--- config.mk ---
export PLATFORM = sky130hd
export DESIGN_NAME = exp_pair_fifo
export DESIGN_NICKNAME = d
export VERILOG_FILES = /design/src/rtl/exp_pair_fifo.sv
export SDC_FILE = /design/constraint.sdc
export NUM_CORES = 1
export LEC_CHECK = 0
export BUFFER_PORTS_ARGS = -buffer_cell sky130_fd_sc_hd__buf_4
export CELL_PAD_IN_SITES_DETAIL_PLACEMENT = 0
export CELL_PAD_IN_SITES_GLOBAL_PLACEMENT = 2
export CORE_UTILIZATION = 42
export CTS_CLUSTER_DIAMETER = 150
export DETAILED_ROUTE_END_ITERATION = 8
export MAX_ROUTING_LAYER = met4
export PLACE_DENSITY_LB_ADDON = 0.1
export SLEW_MARGIN = 20
export SYNTH_ARGS = -nofsm -noshare
export SYNTH_HDL_FRONTEND = slang
export SYNTH_SLANG_ARGS = --single-unit
--- constraint.sdc ---
create_clock -name clk -period 2.25 [get_ports clk]
set_clock_uncertainty 0.15 [all_clocks]
set_input_delay 0.1125 -clock clk [delete_from_list [all_inputs] [get_ports clk]]
set_output_delay 0.1125 -clock clk [all_outputs]
set_load 0.05 [all_outputs]
--- src/rtl/exp_pair_fifo.sv ---
// exp_pair_fifo: first-word-fall-through FIFO holding {a, b} exponent pairs
// between the multiplier's pipeline register stage and the exponent-add stage.
// Flags come from registered state only. There is no bypass and no
// pass-through path.
module exp_pair_fifo #(
    parameter int unsigned WIDTH = 9,
    parameter int unsigned DEPTH = 4
) (
    input  logic                     clk,
    input  logic                     rst_n,
    input  logic                     in_valid,
    input  logic [WIDTH-1:0]         in_a,
    input  logic [WIDTH-1:0]         in_b,
    output logic                     in_ready,
    output logic                     out_valid,
    output logic [WIDTH-1:0]         out_a,
    output logic [WIDTH-1:0]         out_b,
    input  logic                     out_ready,
    output logic [$clog2(DEPTH):0]   count,
    output logic                     full,
    output logic                     empty
);

    localparam int unsigned AW = $clog2(DEPTH);

    logic [2*WIDTH-1:0] mem_q [DEPTH];
    logic [AW-1:0]      wr_ptr_q, wr_ptr_d;
    logic [AW-1:0]      rd_ptr_q, rd_ptr_d;
    logic [AW:0]        count_q, count_d;
    logic               push, pop;

    // Flags: DEPTH is a power of two, so the count MSB is set only at DEPTH.
    assign full      = count_q[AW];
    assign empty     = (count_q == '0);
    assign in_ready  = !full;
    assign out_valid = !empty;
    assign count     = count_q;

    assign push = in_valid && in_ready;
    assign pop  = out_valid && out_ready;

    // Head of the queue is always presented. It is stale when empty.
    assign out_a = mem_q[rd_ptr_q][2*WIDTH-1:WIDTH];
    assign out_b = mem_q[rd_ptr_q][WIDTH-1:0];

    // Next-state for pointers and occupancy. Pointers wrap naturally.
    always_comb begin
        wr_ptr_d = wr_ptr_q;
        rd_ptr_d = rd_ptr_q;
        count_d  = count_q;
        if (push) wr_ptr_d = wr_ptr_q + 1'b1;
        if (pop)  rd_ptr_d = rd_ptr_q + 1'b1;
        case ({push, pop})
            2'b10:   count_d = count_q + 1'b1;
            2'b01:   count_d = count_q - 1'b1;
            default: count_d = count_q;
        endcase
    end

    // Control state. Async reset discards every stored pair.
    always_ff @(posedge clk or negedge rst_n) begin
        if (!rst_n) begin
            wr_ptr_q <= '0;
            rd_ptr_q <= '0;
            count_q  <= '0;
        end else begin
            wr_ptr_q <= wr_ptr_d;
            rd_ptr_q <= rd_ptr_d;
            count_q  <= count_d;
        end
    end

    // Pair storage. No reset: entries are meaningless until written.
    always_ff @(posedge clk) begin
        if (push) mem_q[wr_ptr_q] <= {in_a, in_b};
    end

endmodule

==> results.yml, run 1 <==
drt:
  drc: 0
  drt_iter0_drc: 65
  drt_wl_total_um: 5100
  drtAntennaViolNets: 0
  wire_per_inst_um: 16.0
  vias: 1513
  first_pass_iters: 4
  vias_per_cell: 4.74
sta:
  worst_pin_slew_ns: 0.394
  report.final.slew_viol_count: 0
  rsz0062_at_grt: "false"
  finalSetupViolCount: 0
  fmax_mhz: 507
  fin_crit_ns: 1.97
  hold_viol: 0
  setup_slack_ns: 0.279
  slew_headroom: 0.737
  holdWs_ns: 0.123
  tns_ns: 0
  period_share: 0.876
die:
  num_rows: 30
  coreArea_mm2: 0.00687
  io_pins: 47
  dieArea_mm2: 0.00755
  fp.dieW_um: 86.9
  die_height_um: 86.9
  start_util: 0.440
clocking:
  cts_buffers: 9
  path_clk_slew_ns: 0.08
  cts_resized: 0
  ctsHoldBuffers: 21
  htree_levels: 3
  clock_latency_ns: 0.33
  cts_sinks: 79
  cts_max_path_buffers: 2
  root_buffer: "clkbuf_8"
  cts_setup_buffers: 0
  cts_tree: "done"
pwr:
  vdd_drop_max_mv: 0.699
  power_leakage_uw: 0.00145
  pwr_density_cell_mw_per_mm2: 1400
  finalPower_uw: 5550
global_route:
  grt_max_degree: 19
  grt_pass1_vias: 1565
  grt_overflow_total: 0
  grt_first_pass_wirelength_um: 8100
  antenna_found_initial: 0
  groute.usage.overall: 0.156
flow_run:
  max_cap_violations: 0
final_layout:
  final_nets: 246
  num_antenna_cells: 0
  final_cell_area_mm2: 0.00396
  drive_above_1_share: 0.413
  fill_cells: 545
  syn2layout_area_growth_pct: 30.8
min_path:
  hp-class: "in2reg"
yosys:
  yosysSeqAreaShare: 0.773
  yosysTopAreaCell: "edfxtp_1"
  synthTopCellsByArea: "edfxtp_1, mux4_2, dfrtp_1, ha_1, xnor2_1"
  ys.warnings.count: 0
  synthCells: 135
  syn_area_mm2: 0.00303
  yosysTopAreaCellShare: 0.715
  synth-seq-cells: 79
  synth_nets: 163
  synth.avg_cell_area_um2: 22.4
  synth_cell_types: 20
status:
  status: "complete, no violations"
worst_setup_path:
  crit_path_start_kind: "register"
  cp-end-kind: "output pin"
  cp-startpoint: "rd_ptr_q[0]$_DFFE_PN0P_"
  required_ns: 1.99
  r2r-end: "count[2]$_DFFE_PN0P_"
  reg2reg_from: "count[0]$_DFFE_PN0P_"
  rr_worst_depth: 7
  cp-endpoint: "out_b[0]"
  worstSetupPathType: "reg2out"
  rrSetupSlack_ns: 0.33
  path_max_fanout: 11
  cp.arrival_ns: 1.71
placement:
  dp_slack_ns: 0.346
  dpl-instance-area_mm2: 0.00354
  gp_congestion: 0.669
  io_buffers: 46
  dp_hpwl_um: 3300
worst min path at each step:
stage	startpoint	to	cells after the start
global route	in_valid	wr_ptr_q[0]$_DFFE_PN0P_	4
detailed placement	rst_n	count[1]$_DFFE_PN0P_	1
CTS	in_valid	wr_ptr_q[0]$_DFFE_PN0P_	4
floorplan	rst_n	count[0]$_DFFE_PN0P_	0
global placement	rst_n	count[0]$_DFFE_PN0P_	1
finish	in_valid	wr_ptr_q[0]$_DFFE_PN0P_	4
through the flow:
step | util | std cells
after floorplan | - | 135
after global placement | 0.515 | 282
after detailed placement | 0.515 | 282
after CTS | 0.576 | 319
after global routing | 0.576 | 319
final | 0.576 | 319
critical path: stages, from the launching register on:
cell     delay (ns)
dfrtp_1        0.36
buf_4          0.26
mux4_2         0.55
buf_4          0.21
cells in the mapped netlist:
library cell,n
mux4_2,18
fa_1,1
ha_1,5
buf_2,1
nand3_1,1
o21ai_0,1
xor2_1,2
nand2_1,2
edfxtp_1,72
inv_1,8
mux2i_1,1
nor2_1,1
nor2b_1,1
buf_6,2
clkbuf_1,1
buf_4,2
and2_1,4
o31a_1,1
xnor2_1,4
dfrtp_1,7
registers in the layout, indices dropped and copies added, names as in the netlist:
| register | cells |
|---|---|
| rd_ptr_q | 2 |
| wr_ptr_q | 2 |
| mem_q | 72 |
| count | 3 |
power breakdown:
group          total, uW  internal [uW]  switching (uW)
registers           1980           1870             118
logic               2450            893            1560
clock network       1110            624             490
logic make-up after synthesis:
family,Yosys count,synth area share
fa+ha+maj,6,0.0273
mux,19,0.137
flops,79,0.773
xor+xnor,6,0.0174
buf+inv,14,0.0252
compound gates,2,0.00455
simple gates,9,0.0157
cell type report:
class / instances / area (um^2) / share of cell area
timing repair buffer: 78 / 638 / 0.161
sequential: 79 / 2340 / 0.591
inverter: 8 / 33.8 / 0.00854
clock buffer: 10 / 128 / 0.0322
clock inverter: 6 / 83.8 / 0.0212
multi-input combinational: 42 / 617 / 0.156
tap: 96 / 120 / 0.0304
routing by layer:
layer / part of all wire / track usage / vias up
li1: - / - / 693
met1: 0.45 / 0.195 / 771
met2: 0.50 / 0.248 / 41
met4: 0.015 / 0.0682 / 0
met3: 0.035 / 0.0341 / 8
met5: 0 / - / -
layout by cell type (no fill, tap or decap), types with 3 or more instances in the layout:
cell type / Yosys / routed
and2_1: 4 / 4
buf_4: 2 / 57
clkbuf_8: 0 / 9
clkinv_2: 0 / 3
dfrtp_1: 7 / 7
dlygate4sd3_1: 0 / 21
edfxtp_1: 72 / 72
ha_1: 5 / 5
inv_1: 8 / 7
mux4_2: 18 / 18
xnor2_1: 4 / 4
No activity file was read; power rests on OpenSTA's default activity.
==> inputs of run 2 (changes only) <==
--- a/config.mk
+++ b/config.mk
@@ -8,9 +8,10 @@
 export BUFFER_PORTS_ARGS = -buffer_cell sky130_fd_sc_hd__buf_4
 export CELL_PAD_IN_SITES_DETAIL_PLACEMENT = 0
 export CELL_PAD_IN_SITES_GLOBAL_PLACEMENT = 2
-export CORE_UTILIZATION = 42
+export CORE_UTILIZATION = 45
 export CTS_CLUSTER_DIAMETER = 150
 export DETAILED_ROUTE_END_ITERATION = 8
+export GPL_TIMING_DRIVEN = 0
 export MAX_ROUTING_LAYER = met4
 export PLACE_DENSITY_LB_ADDON = 0.1
 export SLEW_MARGIN = 20
==> constraint.sdc (replaced) <==
create_clock -name clk -period 2.3 [get_ports clk]
set_clock_uncertainty 0.15 [all_clocks]
set_input_delay 0.115 -clock clk [delete_from_list [all_inputs] [get_ports clk]]
set_output_delay 0.115 -clock clk [all_outputs]
set_load 0.05 [all_outputs]
==> results.yml, run 2 (synthesized netlist as in run 1, its figures left out) <==
sta:
  worst_pin_slew_ns: 0.551
  period_share: 0.874
  report.final.slew_viol_count: 0
  slew_headroom: 0.633
  rsz0062_at_grt: "false"
  finalSetupViolCount: 0
  hold_viol: 0
  fin_crit_ns: 2.01
  tns_ns: 0
  fmax_mhz: 497
drt:
  wire_per_inst_um: 17.0
  drt_iter0_drc: 61
  vias: 1473
  drc: 10
  vias_per_cell: 5.01
  first_pass_iters: 6
  drt_wl_total_um: 5000
  drtAntennaViolNets: 0
worst_setup_path:
  path_max_fanout: 8
  crit_path_start_kind: "register"
  crit_buf_inv: 3
  path_cells: "nor2b_1, clkbuf_1, inv_1, ha_1, inv_1, fa_1, xor2_1, nor2_1, xnor2_1"
  required_ns: 2.40
  critical_path.max_stage_delay_ns: 0.41
  path_delay_family: "adder cells"
  worstSetupPathType: "reg2reg"
  cp.arrival_ns: 2.11
  cp-end-kind: "register"
  path_common_cell: "inv_1"
  worst_path_max_delay_cell: "dfrtp_1"
pwr:
  switching_share: 0.395
  p_int_uw: 3190
  clockPowerShare: 0.180
  power_leakage_uw: 0.00140
  sequentialPowerShare: 0.365
  pwr_density_cell_mw_per_mm2: 1360
  p_sw_uw: 2080
  combPwrFrac: 0.456
  vdd_drop_max_mv: 0.811
clocking:
  clock_latency_ns: 0.33
  cts_tree: "done"
  cts_max_path_buffers: 2
  path_clk_slew_ns: 0.07
  htree_levels: 3
  cts_sinks: 79
  root_buffer: "clkbuf_8"
  cts_buffers: 9
  cts_setup_buffers: 0
die:
  start_util: 0.471
  io_pins: 47
  die_height_um: 84.0
  fp.dieW_um: 84.0
  dieArea_mm2: 0.00706
  coreArea_mm2: 0.00642
  num_rows: 29
placement:
  dpl-instance-area_mm2: 0.00348
  gp_congestion: 0.702
  io_buffers: 46
  dpl.cell_count: 258
  dp_hpwl_um: 3170
final_layout:
  largest_reg_flops: 72
  largest_register: "mem_q"
  num_antenna_cells: 0
  final_cell_mix: "edfxtp_1, buf_4, dlygate4sd3_1, mux4_2, clkbuf_8"
  final_nets: 240
  final_common_cell: "edfxtp_1"
  final_core_util: 0.601
  final_cell_area_mm2: 0.00386
  drive_above_1_share: 0.406
  syn2layout_area_growth_pct: 27.6
  final-instance-count-excl-fill: 294
  fill_cells: 475
global_route:
  groute.usage.overall: 0.168
  grt_max_degree: 19
  grt_pass1_vias: 1706
  grt_overflow_total: 0
  antenna_found_initial: 0
  grt_first_pass_wirelength_um: 8300
flow_run:
  max_cap_violations: 0
status:
  violations: "DRC"
  status: "complete, but fails checks"
min_path:
  hp-class: "in2reg"
[run 2: changes by cell type in the layout (fill, tap and decap cells not counted), sizes merged]
cell / delta
inv: -1
clkbuf: +2
bufinv: -1
buf: -6
clkinv: +1
dlygate4sd3: -1
[run 2: final timing paths]
check                           slack [ns]  cells after the start                      end                 start
max in group asynchronous             1.16                      3  rd_ptr_q[1]$_DFFE_PN0P_                 rst_n
worst max-delay path                  0.29                      9     count[2]$_DFFE_PN0P_  count[2]$_DFFE_PN0P_
worst min-delay path                  0.01                      3  rd_ptr_q[0]$_DFFE_PN0P_             out_ready
worst max register to register        0.29                      9     count[2]$_DFFE_PN0P_  count[2]$_DFFE_PN0P_
worst min register to register        0.40                      1     count[0]$_DFFE_PN0P_  count[0]$_DFFE_PN0P_
min in group asynchronous             0.59                      3     count[1]$_DFFE_PN0P_                 rst_n
[run 2: metrics by stage]
step	total power (uW)	hold WS, ns	worst slack, ns
6_report	5260	0.0135	0.289
5_1_grt	5510	0.0435	0.0811
4_1_cts	5340	0.00142	0.00450
3_5_place_dp	4370	-0.214	0.0251
3_3_place_gp	4300	-0.217	0.146
2_1_floorplan	3710	-0.331	0.146
[run 2: power groups by stage]
stage | clock, uW | combinational, uW | sequential (uW)
3_3_place_gp | 0 | 2370 | 1940
3_5_place_dp | 0 | 2420 | 1950
5_1_grt | 1030 | 2540 | 1940
2_1_floorplan | 0 | 1690 | 2020
6_report | 947 | 2400 | 1920
4_1_cts | 978 | 2440 | 1930
[run 2: final cells by class]
type	instances	area, um^2	area share
Clock inverter	5	48.8	0.0126
Tap cell	77	96.3	0.0250
Sequential cell	79	2340	0.605
Inverter	8	33.8	0.00875
Multi-Input combinational cell	42	622	0.161
Timing Repair Buffer	66	546	0.141
Clock buffer	11	131	0.0340
Buffer	6	46.3	0.0120
[run 2: worst min-delay path, cell delays in order]
cell and delay [ns]:
buf_4 0.08, o31a_1 0.18, xor2_1 0.08
[run 2: routing by layer]
| metal | track usage | vias up | wire, um |
|---|---|---|---|
| met5 | - | - | 0 |
| met4 | 0.0846 | 0 | 84 |
| met3 | 0.0307 | 8 | 157 |
| met2 | 0.275 | 33 | 2570 |
| met1 | 0.203 | 746 | 2190 |
| li1 | - | 686 | - |
[run 2: repair_timing]
action / in CTS / in global routing
endpoints found under the hold margin: 79 / 0
resized for setup: 0 / 4
hold buffers: 20 / 0
endpoints found under the setup margin: 0 / 72
